## src/rtl/uart_rx_ctrl.sv

```systemverilog
// UART 8N1 receive controller with built-in baud timing.
// Synchronises the serial line, qualifies the start bit at mid-bit, samples
// eight data bits LSB first, then checks the stop bit. A good byte is
// reported with a one-cycle done pulse; a low stop bit gives a one-cycle
// framing-error pulse and the receiver waits for the line to go idle again.
module uart_rx_ctrl #(
  parameter int CLK_HZ = 50_000_000,
  parameter int BAUD   = 9600
) (
  input  logic       clk,
  input  logic       rst,
  input  logic       rx_en_sig,
  input  logic       rx_pin_in,
  output logic [7:0] rx_data,
  output logic       rx_done_sig,
  output logic       rx_frame_err,
  output logic       rx_busy
);

  localparam int BIT_CNT = CLK_HZ / BAUD;
  localparam int HALF    = BIT_CNT / 2;
  localparam int CW      = (BIT_CNT > 2) ? $clog2(BIT_CNT) : 1;

  localparam logic [CW-1:0] HALF_LAST = CW'(HALF - 1);
  localparam logic [CW-1:0] BIT_LAST  = CW'(BIT_CNT - 1);

  typedef enum logic [2:0] {
    S_IDLE,
    S_START,
    S_DATA,
    S_STOP,
    S_BREAK
  } state_t;

  state_t          state;
  state_t          state_nxt;

  logic            sync_p0;
  logic            sync_p1;
  logic            prev_p2;
  logic            line;
  logic            fall;

  logic [CW-1:0]   baud_cnt;
  logic [CW-1:0]   baud_last;
  logic            counting;
  logic            sample;

  logic [2:0]      bit_idx;
  logic [7:0]      shift_reg;

  logic            done_nxt;
  logic            ferr_nxt;

  // Synchroniser and edge register; all idle-high so reset looks like an idle line
  always_ff @(posedge clk or posedge rst) begin
    if (rst) begin
      sync_p0 <= 1'b1;
      sync_p1 <= 1'b1;
      prev_p2 <= 1'b1;
    end else begin
      sync_p0 <= rx_pin_in;
      sync_p1 <= sync_p0;
      prev_p2 <= sync_p1;
    end
  end

  assign line = sync_p1;
  assign fall = prev_p2 & ~sync_p1;

  // Sample strobe: start bit uses the half-bit limit to land mid-bit, then full bits
  always_comb begin
    counting  = (state == S_START) || (state == S_DATA) || (state == S_STOP);
    baud_last = (state == S_START) ? HALF_LAST : BIT_LAST;
    sample    = counting && (baud_cnt == baud_last);
  end

  // Next-state and pulse decode; disable overrides everything outside IDLE
  always_comb begin
    state_nxt = state;
    done_nxt  = 1'b0;
    ferr_nxt  = 1'b0;
    case (state)
      S_IDLE: begin
        if (rx_en_sig && fall) state_nxt = S_START;
      end
      S_START: begin
        if (sample) state_nxt = line ? S_IDLE : S_DATA;
      end
      S_DATA: begin
        if (sample && (bit_idx == 3'd7)) state_nxt = S_STOP;
      end
      S_STOP: begin
        if (sample) begin
          if (line) begin
            state_nxt = S_IDLE;
            done_nxt  = 1'b1;
          end else begin
            state_nxt = S_BREAK;
            ferr_nxt  = 1'b1;
          end
        end
      end
      S_BREAK: begin
        if (line) state_nxt = S_IDLE;
      end
      default: state_nxt = S_IDLE;
    endcase
    if (!rx_en_sig && (state != S_IDLE)) begin
      state_nxt = S_IDLE;
      done_nxt  = 1'b0;
      ferr_nxt  = 1'b0;
    end
  end

  // State register
  always_ff @(posedge clk or posedge rst) begin
    if (rst) state <= S_IDLE;
    else     state <= state_nxt;
  end

  // Baud counter: restarts on every state change and after each sample
  always_ff @(posedge clk or posedge rst) begin
    if (rst) begin
      baud_cnt <= '0;
    end else if (state_nxt != state) begin
      baud_cnt <= '0;
    end else if (sample) begin
      baud_cnt <= '0;
    end else if (counting) begin
      baud_cnt <= baud_cnt + 1'b1;
    end
  end

  // Bit index: zeroed on entry to DATA, advanced on each data sample
  always_ff @(posedge clk or posedge rst) begin
    if (rst) begin
      bit_idx <= 3'd0;
    end else if ((state != S_DATA) && (state_nxt == S_DATA)) begin
      bit_idx <= 3'd0;
    end else if ((state == S_DATA) && sample) begin
      bit_idx <= bit_idx + 3'd1;
    end
  end

  // Shift register is pure data; a partial byte is never exposed so it needs no reset
  always_ff @(posedge clk) begin
    if ((state == S_DATA) && sample) shift_reg[bit_idx] <= line;
  end

  // Registered outputs: byte is committed only on a good stop bit
  always_ff @(posedge clk or posedge rst) begin
    if (rst) begin
      rx_data      <= 8'h00;
      rx_done_sig  <= 1'b0;
      rx_frame_err <= 1'b0;
    end else begin
      rx_done_sig  <= done_nxt;
      rx_frame_err <= ferr_nxt;
      if (done_nxt) rx_data <= shift_reg;
    end
  end

  assign rx_busy = (state != S_IDLE);

endmodule

```

## config.mk

```make
export PLATFORM = sky130hd
export DESIGN_NAME = uart_rx_ctrl
export DESIGN_NICKNAME = d
export VERILOG_FILES = /design/src/rtl/uart_rx_ctrl.sv
export SDC_FILE = /design/constraint.sdc
export NUM_CORES = 1
export LEC_CHECK = 0
export ABC_AREA = 0
export ABC_CLOCK_PERIOD_IN_PS = 5600
export BUFFER_PORTS_ARGS = -buffer_cell sky130_fd_sc_hd__buf_2
export CORE_UTILIZATION = 44
export CTS_CLUSTER_SIZE = 10
export DETAILED_ROUTE_END_ITERATION = 6
export SLEW_MARGIN = 20
export SYNTH_ARGS = -nofsm -noshare
export SYNTH_HDL_FRONTEND = slang
export SYNTH_SLANG_ARGS = --single-unit
```

## constraint.sdc

```tcl
create_clock -name clk -period 5.6 [get_ports clk]
set_clock_uncertainty 0.15 [all_clocks]
set_input_delay 1.12 -clock clk [delete_from_list [all_inputs] [get_ports clk]]
set_output_delay 1.12 -clock clk [all_outputs]
set_load 0.01 [all_outputs]
```

Word-level counts from Yosys, hierarchy flattened:

Index checks and enable logic that the tools add are counted.

* register bits after elaboration: 40
* bits of input ports: 4
* output and inout bits: 11
* logic and storage cells: 65

* add/subtract/negate cells: 2
* order comparisons: 2
* equality and inequality tests: 9
* mux-type cells: 26
* bitwise operators: 2
* reduce and logical (&&, ||, !) cells: 14

Operators by type and width (count)
* $mux W13: 4
* $mux W3: 9
* $pmux W3 S5: 1
* $add A13 B1 Y13 const B: 1
* $eq A13 B13 Y1: 1
* $eq A3 B2 Y1 const B: 3
* $mux W1: 9
* $bwmux W8: 1
* $logic_and A1 B1 Y1: 7
* $eq A3 B3 Y1 const B: 2
* $reduce_bool A3 Y1: 2
* $lt A3 B4 Y1 const B: 1
* $add A3 B1 Y3 const B: 1
* $demux W1 S3: 1
* $eq A3 B1 Y1 const B: 1
* $ge A3 B1 Y1 const B: 1
* $logic_not A3 Y1: 1
* $ne A3 B2 Y1 const B: 1
* $ne A3 B3 Y1: 1
* $logic_or A1 B1 Y1: 2
* $mux W2: 1
* $reduce_bool A2 Y1: 1
* $and A1 B1 Y1: 1
* $logic_not A1 Y1: 1
* $not A1 Y1: 1

Logic depth before layout (Yosys ltp):

Gate-level depths: netlist of run 1.

* word-level depth: 11
* gate-level depth with buffers: 7
* gate-level depth less buffers: 7

Worst setup path before layout of run 1:

No wires, ideal clock.

* kind: input -> register
* start: input rx_en_sig
* end: register baud_cnt[10]
* arrival time: 2.156 ns
* path slack: 3.159 ns
* stages on the path: 6
* buffers on the path: 1
* cells stage by stage: clkbuf_1 > nand3b_1 > o22ai_1 > a211oi_1 > a22oi_2 > nor2_1

* cells in the longest elaborated chain, start to end: 6
* elaborated cells between the ends (all ways): 9
* those cells by class: 1 x eq/ne; 4 x mux; 4 x reduce/logical

RTL lines
* from (decl): line 12 `input logic rx_en_sig,`
* $logic_and A1 B1 Y1: line 85 `if (rx_en_sig && fall) state_nxt = S_START;`
* $mux W3: line 85
* $pmux W3 S5: line 83 `case (state)`
* $mux W3 *: line 109 `if (!rx_en_sig && (state != S_IDLE)) begin`
* $ne A3 B3 Y1 *: line 126 `end else if (state_nxt != state) begin`
* $reduce_bool A3 Y1 (no source line) or $mux W13 (tied branches)
* to (signal assigned): line 131 `baud_cnt <= baud_cnt + 1'b1;`
* to (decl): line 44 `logic [CW-1:0] baud_cnt;`

Every way passes the cells marked *; elsewhere a longest branch is shown, timed or not.
A chain may end at the register's enable or synchronous reset.

Final worst setup path of run 1:

* start: register state[2]
* end: output rx_busy

* cells in the longest elaborated chain, start to end: 1

RTL lines
* from (decl): line 35 `state_t state;`
* from (signal assigned): line 119 `else state <= state_nxt;`
* $reduce_bool A3 Y1: line 164 `assign rx_busy = (state != S_IDLE);`
* to (decl): line 17 `output logic rx_busy`

Every way passes these cells.

==> metrics.txt, run 1 <==
crit share post-route between 40% and 50%; cell taking the most area after synthesis dfrtp_1; final wirelength ~3700 um; final hold viol count 0; final hold slack between 0.2 and 0.25 ns; Syn Inst Count 175; Hold Path Depth 0; Final setup viols 0; Synth Area in Adders approximately 2.5%; combinational share of power roughly 16%; Worst Hold Launch sync_p0; GRT Util Overall a little under a fifth; worst-margin pin slew 0.583 ns; initial core utilization ~47%; Post-DP Area between 2000 and 2500 um^2; Required @ worst endpoint between 4 and 5 ns; Worst Hold Class reg2reg; Synth cell types 45; core area slightly above 4000 um^2; CTS clk-pin slew, worst paths around 0.08 ns; slew margin rel. 60.8%; Resize count post-CTS 0; CTS buffer count 5; largest family of logic cells by synthesized area simple AND/OR/NAND/NOR gates; post-synthesis mux area share 5.82%; DP Worst Slack approximately 3.0 ns; Largest register FFs 13; FF+latch area 1040 um^2; R2R Path End state[0]; share of the synthesized area in the top cell type a little under two fifths; Seq/Total Area, Yosys a little over half; standard-cell rows 23; CP max FO 11; Worst setup SP type flop; power density over the cells between 300 and 400 nW/um^2; Setup crit end kind output pin; Reg2Reg Depth 5; final setup TNS 0 ns; HPWL after DPL between 2000 and 3000 um; die height between 60 and 70 um; grt ovf 0; Synth Cell Area 1940 um^2; total chip power roughly 740 uW; status completed; Mapped Nets approximately 180; Max Freq ~0.37 GHz; Mean Syn Cell Area 11.1 um^2; TritonCTS clock tree done; YS warnings 0; Post-CTS Setup Repair Bufs 0; fin area approximately 2200 um^2; Hold Path End line; multi-input logic area 845 um^2; via count between 1,000 and 1,500; worst skew pair latency 0.29 ns; Max VDD drop 124 uV; WL per Instance around 15 um; FF-to-FF Start state[1]; I/O Buffers 14; Nets 199; CTS sink cnt 40; H-tree depth 2; Net Switching around 200 uW; simple-gate share of the synthesized area 22.2%; Compound-Gate Fraction of Synth Area under 10%; unrepaired setup endpoints after global routing false; Reg2Reg Setup Slack roughly 3.2 ns; Max-Cap Viols 0; flops & latches, synth 40; fillers about 370; largest net degree at the start of global routing 26; Max Slew Vio Count 0; Post-synth EDFFs 8; CTS max path bufs 2; P_leak 0.000965 uW; Antenna Cells 0; Internal Pwr Total about 540 uW; Die ar. around 4700 um^2; min Tclk post-route approximately 2.7 ns; xor/xnor share of the synthesized area 4.52%; Vias/cell around 5.4; worst setup margin 2.91 ns; clock share of power roughly 38%; Post-synth top flop dfrtp_1; CP arrival roughly 1.4 ns; Area growth, synth to finish 12.7%; asr flop ratio synth 80.0%; clk root buf clkbuf_8; Die X 68.3 um; Sw Ratio ~27%; sequential power share 46.9%; top post-synthesis cells by area dfrtp_1 (37%), edfxtp_1 (12%), mux2_2 (5.2%); drt drc 0; DR iter-0 viols 99; drt first pass iters 4; initial antenna violation count 0; hold_buf cts 0; global-route wire length before repair 6300 um; vias in the first global route between 1,000 and 1,500; gp weighted congestion around 0.85; Crit Path Class reg2out; proportion of layout cells with a drive suffix above 1 between 20% and 30%; DRT antenna net count 0; I/O pin count 15
==> power by group through the flow <==
| stage | clock, uW | combinational [uW] | sequential [uW] |
|---|---|---|---|
| global route | 299 | 131 | 352 |
| CTS | 284 | 116 | 346 |
| detailed placement | 0 | 116 | 351 |
| global placement | 0 | 112 | 350 |
| floorplan | 0 | 103 | 338 |
| finish | 277 | 115 | 346 |
==> worst max-delay path by stage <==
stage / depth (start not counted) / startpoint / end
5_1_grt: 2 / state[2] / rx_busy
3_5_place_dp: 5 / rx_en_sig / baud_cnt[4]
3_3_place_gp: 6 / rx_en_sig / baud_cnt[7]
4_1_cts: 2 / state[2] / rx_busy
2_1_floorplan: 6 / rx_en_sig / baud_cnt[10]
6_report: 2 / state[2] / rx_busy
==> area by class of cell <==
type / instances / area share (%)
clock buffers: 6 / 3.33
inverters: 5 / 0.861
well taps: 50 / 2.87
flip-flops and latches: 40 / 47.9
repair buffers: 15 / 3.56
multi-input cells: 125 / 38.7
clock inverters: 2 / 2.75
==> per-layer routing <==
layer  vias to the layer above  track usage [%]  routed length (um)
li1                        656                -                   -
met2                        23             29.0                1670
met5                         -                0                   0
met3                         6             5.50                 107
met4                         0             7.29                  54
met1                       636             25.3                1840
==> placed cells by master (no fill, tap or decap), drive strengths merged, types with 3 or more instances in the layout <==
master	count
nor2	26
dfstp	3
o21ai	4
xor2	8
mux2	10
nand4	5
inv	5
nor3	7
edfxtp	8
nand3	6
buf	15
a21oi	6
nand2b	5
clkbuf	6
nand2	15
ha	3
dfrtp	29
==> metrics by stage <==
step	util, %	cells
after floorplan	-	175
after global placement	49.8	235
after detailed placement	49.8	235
after CTS	53.0	243
after global routing	53.0	243
final	53.0	243
==> synth_stat cells (all sizes together), types with 2 or more instances <==
cell type,number
xor2,8
nor3,7
nor4,2
edfxtp,8
ha,3
nand4,5
xnor2,2
dfstp,3
nor2,26
o21bai,2
inv,5
a22oi,2
nand3,6
nand3b,2
nand2,15
dfrtp,29
clkbuf,3
mux2,10
o21ai,4
o22ai,2
buf,2
nand2b,5
a21oi,6
a22o,2
a211oi,2
and3,2
==> cell families after synthesis <==
group,count (synthesis)
compound gates,23
flops,40
fa+ha+maj,4
xor+xnor,10
buf+inv,10
simple gates,78
mux,10
==> critical path, stage by stage (launching register included) <==
cell	delay [ns]
dfrtp_1	0.51
or3_1	0.45
buf_2	0.16
No activity file was read; power rests on OpenSTA's default activity.
==> inputs of run 2 (changes only) <==
--- a/config.mk
+++ b/config.mk
@@ -5,8 +5,8 @@
 export SDC_FILE = /design/constraint.sdc
 export NUM_CORES = 1
 export LEC_CHECK = 0
-export ABC_AREA = 0
-export ABC_CLOCK_PERIOD_IN_PS = 5600
+export ABC_AREA = 1
+export ABC_CLOCK_PERIOD_IN_PS = 2600
 export BUFFER_PORTS_ARGS = -buffer_cell sky130_fd_sc_hd__buf_2
 export CORE_UTILIZATION = 44
 export CTS_CLUSTER_SIZE = 10
==> constraint.sdc (replaced) <==
create_clock -name clk -period 2.6 [get_ports clk]
set_clock_uncertainty 0.15 [all_clocks]
set_input_delay 0.52 -clock clk [delete_from_list [all_inputs] [get_ports clk]]
set_output_delay 0.52 -clock clk [all_outputs]
set_load 0.01 [all_outputs]
==> metrics.txt, run 2 <==
status completed; FF-to-FF Start baud_cnt[0]; CTS clk-pin slew, worst paths around 0.080 ns; fin util 50.8%; Resize count post-CTS 0; Antenna Cells 0; power density over the cells between 600 and 700 nW/um^2; DRT antenna net count 0; Syn Inst Count between 200 and 300; CP max stage delay between 0.3 and 0.4 ns; list of most frequent post-synthesis cells nand2_1 (69), inv_1 (36), dfrtp_1 (29); asr flop ratio synth around four fifths; Post-CTS Setup Repair Bufs 0; worst skew pair latency approximately 0.29 ns; Die ar. approximately 5200 um^2; Setup crit end kind flop; standard-cell rows 25; Crit Path Class reg2reg; commonest non-fill, non-tap cell in the layout nand2_1; Worst setup SP type flop; Worst Hold Class in2async; final wirelength between 4000 and 5000 um; DP Worst Slack 0.207 ns; DR iter-0 viols 96; Mean Syn Cell Area about 8.3 um^2; Post-synth top flop dfrtp_1; hold_buf cts 0; GRT Util Overall between 15 and 20%; CTS sink cnt 40; proportion of layout cells with a drive suffix above 1 20.7%; Required @ worst endpoint approximately 2.6 ns; P_leak 0.00110 uW; Post-synth EDFFs 8; Internal Pwr Total between 1000 and 1500 uW; CP max-delay cell dfrtp_1; largest net degree at the start of global routing 33; Sw Ratio about a third; Synth cell types 27; Largest register FFs 13; Max Freq ~0.42 GHz; most used cell along the critical path nand2_1; sequential power share between 40% and 50%; crit share post-route 92.0%; cells along the critical path ha_1 > inv_1 > nor3_2 > nand3_4 > nor2_1 > nand3_1 > nand2_1 > nand2_1 > nand2_2 > nor3_1; Synth Cell Area around 2200 um^2; initial antenna violation count 0; I/O Buffers 14; global-route wire length before repair between 7000 and 8000 um; clk root buf clkbuf_8; initial core utilization 45.8%; CP arrival about 2.4 ns; slew margin rel. between 70 and 80%; Max-Cap Viols 0; Area growth, synth to finish 11.0%; worst-margin pin slew between 0.4 and 0.5 ns; Seq/Total Area, Yosys between 40% and 50%; critical path launch point baud_cnt[0]; min Tclk post-route 2.39 ns; die height 72.3 um; Net Switching 538 uW; CTS max path bufs 2; H-tree depth 2; worst setup margin around 0.21 ns; vias in the first global route ~1,500; most common cell in the netlist nand2_1; YS warnings 0; Mapped Nets about 270; drt drc 0; Final setup viols 0; WL per Instance roughly 12 um; fillers between 500 and 600; grt ovf 0; combinational share of power 23.6%; commonest non-fill, non-tap cells in the layout nand2_1 (69), inv_1 (36), dfrtp_1 (29), nor2_1 (19); Nets about 290; Die X approximately 72 um; I/O pin count 15; CTS buffer count 5; CP max FO 13; cell taking the most area after synthesis dfrtp_1; final hold viol count 0; drt first pass iters 4; gp weighted congestion 0.823; final setup TNS 0 ns; Max Slew Vio Count 0; TritonCTS clock tree done; flops & latches, synth 40; unrepaired setup endpoints after global routing false; HPWL after DPL 2890 um; final hold slack between 0.15 and 0.2 ns; core area 4750 um^2; top post-synthesis cells by area dfrtp_1 (33%), nand2_1 (12%), edfxtp_1 (11%); Max VDD drop roughly 390 uV; clock share of power ~32%; Vias/cell roughly 4.8; share of the synthesized area in the top cell type around a third; via count ~1,700
==> run 2: cell count changes after synthesis, sizes merged, moves of 3 or more <==
cell    change
a21oi       -5
inv        +38
mux2       -10
nand2      +60
nand2b      -5
nand3       +8
nand4       +4
nor2        -3
nor3       +18
o21ai       +9
xor2        -3
==> run 2: layout make-up <==
class	count	area (um^2)	area share, %
sequential	40	1040	43.2
multi-input combinational	173	928	38.4
inverter	44	165	6.84
tap	67	83.8	3.47
timing repair buffer	15	77.6	3.21
clock buffer	5	68.8	2.85
clock inverter	3	47.5	1.97
==> run 2: final timing paths <==
kind / to / slack, ns / depth (start not counted)
worst min register to register: line / 0.21 / 0
max in group asynchronous: prev_p2 / 1.81 / 3
min in group clk: sync_p0 / 0.17 / 1
worst max register to register: baud_cnt[0] / 0.21 / 10
worst max-delay path: baud_cnt[0] / 0.21 / 10
worst min-delay path: rx_data[0] / 0.15 / 3
==> run 2: power by group through the flow <==
stage / logic [uW] / registers (uW) / clock network (uW)
2_1_floorplan: 329 / 704 / 0
3_5_place_dp: 384 / 711 / 0
5_1_grt: 419 / 703 / 557
4_1_cts: 384 / 699 / 534
6_report: 375 / 699 / 516
3_3_place_gp: 382 / 711 / 0
==> run 2: stage by stage <==
stage	total power [uW]	instance area, um^2	instances
after floorplan	1030	2180	261
after global placement	1090	2300	339
after detailed placement	1090	2300	339
after CTS	1620	2420	347
after global routing	1680	2420	347
final	1590	2420	347
==> run 2: routing by layer <==
metal | wire [um] | track usage, % | part of all wire, %
met1 | 1940 | 23.2 | 47
met4 | 61 | 5.88 | 1.5
met5 | 0 | 0 | 0
met3 | 135 | 4.17 | 3.3
met2 | 1960 | 28.7 | 48
==> run 2: cell families after synthesis <==
kind of cell | synth area share, %
buf+inv | 9.32
simple gates | 34.2
compound gates | 4.72
xor+xnor | 2.01
fa+ha+maj | 1.73
flops | 48.0
==> run 2: critical path: cells and delay by family, from the launching register on <==
kind                       cells  cell delay (ns)
and+or+nand+nor                8             1.42
buffers and inverters          1             0.08
DFF                            1             0.39
adders and majority gates      1             0.22
